File: config.mk
export PLATFORM = sky130hd
export DESIGN_NAME = mux_scan_ctrl_flat
export DESIGN_NICKNAME = d
export VERILOG_FILES = /design/src/rtl/mux_scan_ctrl_if.sv /design/src/rtl/mux_scan_ctrl.sv /design/src/flat_wrapper.sv
export SDC_FILE = /design/constraint.sdc
export NUM_CORES = 1
export LEC_CHECK = 0
export CORE_UTILIZATION = 45
export CTS_CLUSTER_DIAMETER = 30
export DETAILED_ROUTE_END_ITERATION = 6
export GPL_ROUTABILITY_DRIVEN = 0
export PLACE_DENSITY = 0.68
export REMOVE_ABC_BUFFERS = 1
export SYNTH_ARGS = -nofsm -noshare
export SYNTH_HDL_FRONTEND = slang
export SYNTH_SLANG_ARGS = --single-unit
export TNS_END_PERCENT = 10
File: constraint.sdc
create_clock -name CLK -period 2.9 [get_ports CLK]
set_input_delay 0.435 -clock CLK [delete_from_list [all_inputs] [get_ports CLK]]
set_output_delay 0.435 -clock CLK [all_outputs]
set_load 0.01 [all_outputs]
File: src/rtl/mux_scan_ctrl_if.sv
// Handshake and mux-feedback bundle between the scan sequencer and its user/mux.
// Carries GLITCH only when MUX_SCAN_GLITCH_EN is defined.
interface mux_scan_ctrl_if;
  logic START;
  logic X;
  logic S;
  logic BUSY;
  logic DONE;
  logic RA;
  logic RB;
`ifdef MUX_SCAN_GLITCH_EN
  logic GLITCH;

  modport master (output START, X, input S, BUSY, DONE, RA, RB, GLITCH);
  modport slave  (input START, X, output S, BUSY, DONE, RA, RB, GLITCH);
`else
  modport master (output START, X, input S, BUSY, DONE, RA, RB);
  modport slave  (input START, X, output S, BUSY, DONE, RA, RB);
`endif
endinterface

File: src/rtl/mux_scan_ctrl.sv
// Drives a 2:1 mux select, settles, majority-samples A then B, and pulses DONE.
// Optional sticky sample-disagreement flag GLITCH under MUX_SCAN_GLITCH_EN.
module mux_scan_ctrl #(
  parameter int SETTLE  = 2,
  parameter int SAMPLES = 3
) (
  input  logic          CLK,
  input  logic          RST,
  mux_scan_ctrl_if.slave bus
);

  localparam int MAX_CNT = (SETTLE > SAMPLES) ? SETTLE : SAMPLES;
  localparam int CW      = $clog2(MAX_CNT + 1);

  typedef enum logic [2:0] {
    IDLE,
    SETTLE_A,
    SAMPLE_A,
    SETTLE_B,
    SAMPLE_B
  } state_e;

  state_e        state_q, state_d;
  logic [CW-1:0] cnt_q, cnt_d;
  logic [CW-1:0] ones_q, ones_d;
  logic [CW-1:0] ones_total;
  logic          s_q, s_d;
  logic          busy_q, busy_d;
  logic          done_q, done_d;
  logic          ra_q, ra_d;
  logic          rb_q, rb_d;
  logic          vote;
  logic          disagree;
`ifdef MUX_SCAN_GLITCH_EN
  logic          glitch_q, glitch_d;
`endif

  // The final sample edge must count the X present on that same edge.
  assign ones_total = ones_q + CW'(bus.X);
  assign vote       = (2 * int'(ones_total)) > SAMPLES;
  assign disagree   = (ones_total != '0) && (int'(ones_total) < SAMPLES);

  // NOTE: every variable gets a default first so no path leaves it unassigned (no latches).
  always_comb begin
    state_d = state_q;
    cnt_d   = cnt_q;
    ones_d  = ones_q;
    s_d     = s_q;
    busy_d  = busy_q;
    done_d  = 1'b0;
    ra_d    = ra_q;
    rb_d    = rb_q;
`ifdef MUX_SCAN_GLITCH_EN
    glitch_d = glitch_q;
`endif

    unique case (state_q)
      IDLE: begin
        if (bus.START) begin
          s_d     = 1'b0;
          busy_d  = 1'b1;
          cnt_d   = '0;
          ones_d  = '0;
          state_d = SETTLE_A;
`ifdef MUX_SCAN_GLITCH_EN
          glitch_d = 1'b0;
`endif
        end
      end

      SETTLE_A, SETTLE_B: begin
        if (cnt_q == CW'(SETTLE - 1)) begin
          cnt_d   = '0;
          ones_d  = '0;
          state_d = (state_q == SETTLE_A) ? SAMPLE_A : SAMPLE_B;
        end else begin
          cnt_d = cnt_q + 1'b1;
        end
      end

      SAMPLE_A, SAMPLE_B: begin
        if (cnt_q == CW'(SAMPLES - 1)) begin
          cnt_d  = '0;
          ones_d = '0;
          if (state_q == SAMPLE_A) begin
            ra_d    = vote;
            s_d     = 1'b1;
            state_d = SETTLE_B;
          end else begin
            rb_d    = vote;
            busy_d  = 1'b0;
            done_d  = 1'b1;
            state_d = IDLE;
          end
`ifdef MUX_SCAN_GLITCH_EN
          if (disagree) glitch_d = 1'b1;
`endif
        end else begin
          cnt_d  = cnt_q + 1'b1;
          ones_d = ones_total;
        end
      end

      default: state_d = IDLE;
    endcase
  end

  // NOTE: sequential state uses non-blocking assignments so all flops update together.
  always_ff @(posedge CLK) begin
    if (RST) begin
      state_q <= IDLE;
      cnt_q   <= '0;
      ones_q  <= '0;
      s_q     <= 1'b0;
      busy_q  <= 1'b0;
      done_q  <= 1'b0;
      ra_q    <= 1'b0;
      rb_q    <= 1'b0;
`ifdef MUX_SCAN_GLITCH_EN
      glitch_q <= 1'b0;
`endif
    end else begin
      state_q <= state_d;
      cnt_q   <= cnt_d;
      ones_q  <= ones_d;
      s_q     <= s_d;
      busy_q  <= busy_d;
      done_q  <= done_d;
      ra_q    <= ra_d;
      rb_q    <= rb_d;
`ifdef MUX_SCAN_GLITCH_EN
      glitch_q <= glitch_d;
`endif
    end
  end

  assign bus.S    = s_q;
  assign bus.BUSY = busy_q;
  assign bus.DONE = done_q;
  assign bus.RA   = ra_q;
  assign bus.RB   = rb_q;
`ifdef MUX_SCAN_GLITCH_EN
  assign bus.GLITCH = glitch_q;
`else
  // disagree only feeds the optional flag
  logic unused_disagree;
  assign unused_disagree = disagree;
`endif

endmodule

File: src/flat_wrapper.sv
// flat-port wrapper written by rule: the top's interface ports become plain ports
module mux_scan_ctrl_flat 
#(
  parameter int SETTLE  = 2,
  parameter int SAMPLES = 3
)
  (CLK, RST, bus_START, bus_X, bus_S, bus_BUSY, bus_DONE, bus_RA, bus_RB);
  mux_scan_ctrl_if bus_i ();
  input  logic CLK;
  input  logic RST;
  input wire logic [$bits(bus_i.START)-1:0] bus_START;
  input wire logic [$bits(bus_i.X)-1:0] bus_X;
  output wire logic [$bits(bus_i.S)-1:0] bus_S;
  output wire logic [$bits(bus_i.BUSY)-1:0] bus_BUSY;
  output wire logic [$bits(bus_i.DONE)-1:0] bus_DONE;
  output wire logic [$bits(bus_i.RA)-1:0] bus_RA;
  output wire logic [$bits(bus_i.RB)-1:0] bus_RB;
  assign bus_i.START = bus_START;
  assign bus_i.X = bus_X;
  assign bus_S = bus_i.S;
  assign bus_BUSY = bus_i.BUSY;
  assign bus_DONE = bus_i.DONE;
  assign bus_RA = bus_i.RA;
  assign bus_RB = bus_i.RB;
  mux_scan_ctrl #(.SETTLE(SETTLE), .SAMPLES(SAMPLES)) u_core (.CLK(CLK), .RST(RST), .bus(bus_i));
endmodule
==> qor.csv <==
stage,metric,value,unit
synthesis,yosysWarnings,0,
floorplanning,die_width,39.9,µm
floorplanning,core,1320,µm²
cts,numCtsBuffers,3,
cts,clkTransAtPathRegs,0.07,ns
global_routing,grt_max_degree,16,
cts,post-cts-setup-buffer-count,0,
sta,tns,0,ns
sta,timing.max_slew.rel_slack,66.5,%
cells_and_area,mostFrequentLayoutCells,"dfxtp_1 (12), nor2_1 (9), a21oi_1 (8), clkdlybuf4s50_1 (8)",
status,status,"finished, final reports clean",
drt,wl,1170,µm
synthesis,synthArstFlopShare,0,%
synthesis,ys_types,32,
cells_and_area,syn_to_final_growth,14.3,%
critical_path,critPathLaunchType,primary input,
synthesis,ys.flop_type,dfxtp_1,
global_routing,grt_pass1_wl,1910,µm
drt,dr.first_iter.drc_count,25,
global_routing,grt_usage,19.2,%
sta,hold_viol,0,
critical_path,cp_data_required_time,3.11,ns
flow_run,cap_violations,0,
floorplanning,pin_count,9,
sta,tightest_slew,0.502,ns
floorplanning,dieArea,1590,µm²
cells_and_area,final_layout_size_suffix_gt1_share,5.81,%
sta,final.period_utilization,58.2,%
cts,cts_buffer_depth,2,
placed_design,place_area,716,µm²
critical_path,cp.arrival,1.90,ns
cts,cts_resized,0,
synthesis,synth.avg_cell_area,7.87,µm²
placed_design,dp_hpwl,821,µm
floorplanning,num_rows,13,
critical_path,worstSetupPathType,in -> reg,
cts,clkLatencyLatePin,0.26,ns
drt,firstDrtPassIters,4,
drt,drcViolationCount,0,
cts,h-tree-depth,1,
synthesis,syn_area,646,µm²
synthesis,ys_ff_latch,12,
sta,rsz0062_at_grt,false,
drt,viasPerCell,5.51,
cells_and_area,final_common_cell,dfxtp_1,
sta,skew,0.00379,ns
drt,vias,557,
synthesis,synth-edff-count,0,
pwr,p_leak,0.000289,µW
global_routing,overflow,0,
cts,ctsHoldBuffers,0,
placed_design,numPortBuffers,8,
cells_and_area,utilization,56.0,%
cts,root_buffer,clkbuf_4,
cts,cts_sinks,12,
global_routing,grt_pass1_vias,445,
sta,drv_slew,0,
cts,cts_tree,done,
cells_and_area,final_net_count,93,
hold_path,holdCritPathClass,reg -> reg,
sta,period_minus_slack,1.69,ns
cells_and_area,antenna_cells,0,
synthesis,syn_inst,82,
critical_path,cp_max_fo,13,
pwr,peakVddDrop,0.277,mV
pwr,cellPowerDensity,455,nW/µm²
floorplanning,die_h,39.9,µm
synthesis,ys_seq_area_share,37.2,%
sta,timing.hold.ws,0.471,ns
drt,wl_per_cell,11.6,µm
critical_path,worstSetupEndpointType,register,
floorplanning,start_util,49.0,%
sta,setup_viol,0,
global_routing,antenna_found_initial,0,
sta,max_freq,592,MHz
cells_and_area,final_area,738,µm²
drt,postRouteAntennaNets,0,
-- cells by family (layout without fill, tap and decap cells) --
group	Yosys count	count (layout)	synth area share [%]
xor+xnor	2	2	2.71
flops	12	12	37.2
compound gates	23	23	22.7
simple gates	34	34	28.3
buf+inv	9	13	5.62
mux	1	1	1.55
fa+ha+maj	1	1	1.94
-- metal layers --
| metal | up-vias | track usage [%] | routed length [µm] |
|---|---|---|---|
| li1 | 297 | - | - |
| met1 | 241 | 23.9 | 591 |
| met2 | 17 | 27.0 | 503 |
| met3 | 2 | 8.52 | 59 |
| met4 | 0 | 10.3 | 13 |
| met5 | - | 0 | 0 |
-- Yosys cell counts, types with 3 or more instances --
cell      instances  area [µm²]
nor3_1            5        25.0
o21ai_1           4        20.0
nand2_1           5        18.8
nand2b_1          3        18.8
nor2_1            9        33.8
clkbuf_1          5        18.8
dfxtp_1          12         240
a21oi_1           8        40.0
-- flip-flops by register name, indices dropped and copies added (netlist names) --
signal	count
u_core.bus.BUSY	1
u_core.bus.DONE	1
u_core.bus.RA	1
u_core.bus.RB	1
u_core.bus.S	1
u_core.cnt_q	2
u_core.ones_q	2
u_core.state_q	3
-- path summary, 6_finish.rpt --
check / start / to / slack [ns] / depth (start not counted)
hold / removal: u_core.ones_q[1] / u_core.ones_q[1] / 0.47 / 1
setup / recovery: RST / u_core.ones_q[0] / 1.21 / 4
hold reg to reg: u_core.ones_q[1] / u_core.ones_q[1] / 0.47 / 1
setup reg to reg: u_core.state_q[2] / u_core.cnt_q[0] / 1.26 / 4
-- critical path, stage by stage --
cell             delay [ns]
clkdlybuf4s50_1        0.64
or4_1                  0.55
o21ai_1                0.12
a22o_1                 0.16
-- through the flow --
step	cells	setup slack (ns)	power (µW)
after floorplan	75	1.49	224
after global placement	98	0.950	243
after detailed placement	98	0.920	243
after CTS	101	1.21	343
after global routing	101	1.12	358
final	101	1.21	336
-- area by class of cell --
| class | count | area (µm²) |
|---|---|---|
| multi-input cells | 61 | 369 |
| flip-flops and latches | 12 | 240 |
| fillers | 122 | 579 |
| repair buffers | 8 | 80.1 |
| clock buffers | 3 | 22.5 |
| inverters | 2 | 7.51 |
| well taps | 15 | 18.8 |
-- where the power goes --
part	switching [µW]	internal, µW	leakage, µW
Sequential	15.8	172	0.0000975
Combinational	25.6	27.3	0.000178
Clock	47.9	48.0	0.0000138
Total	89.3	247	0.000289
Power figures use the tool's default switching activity.
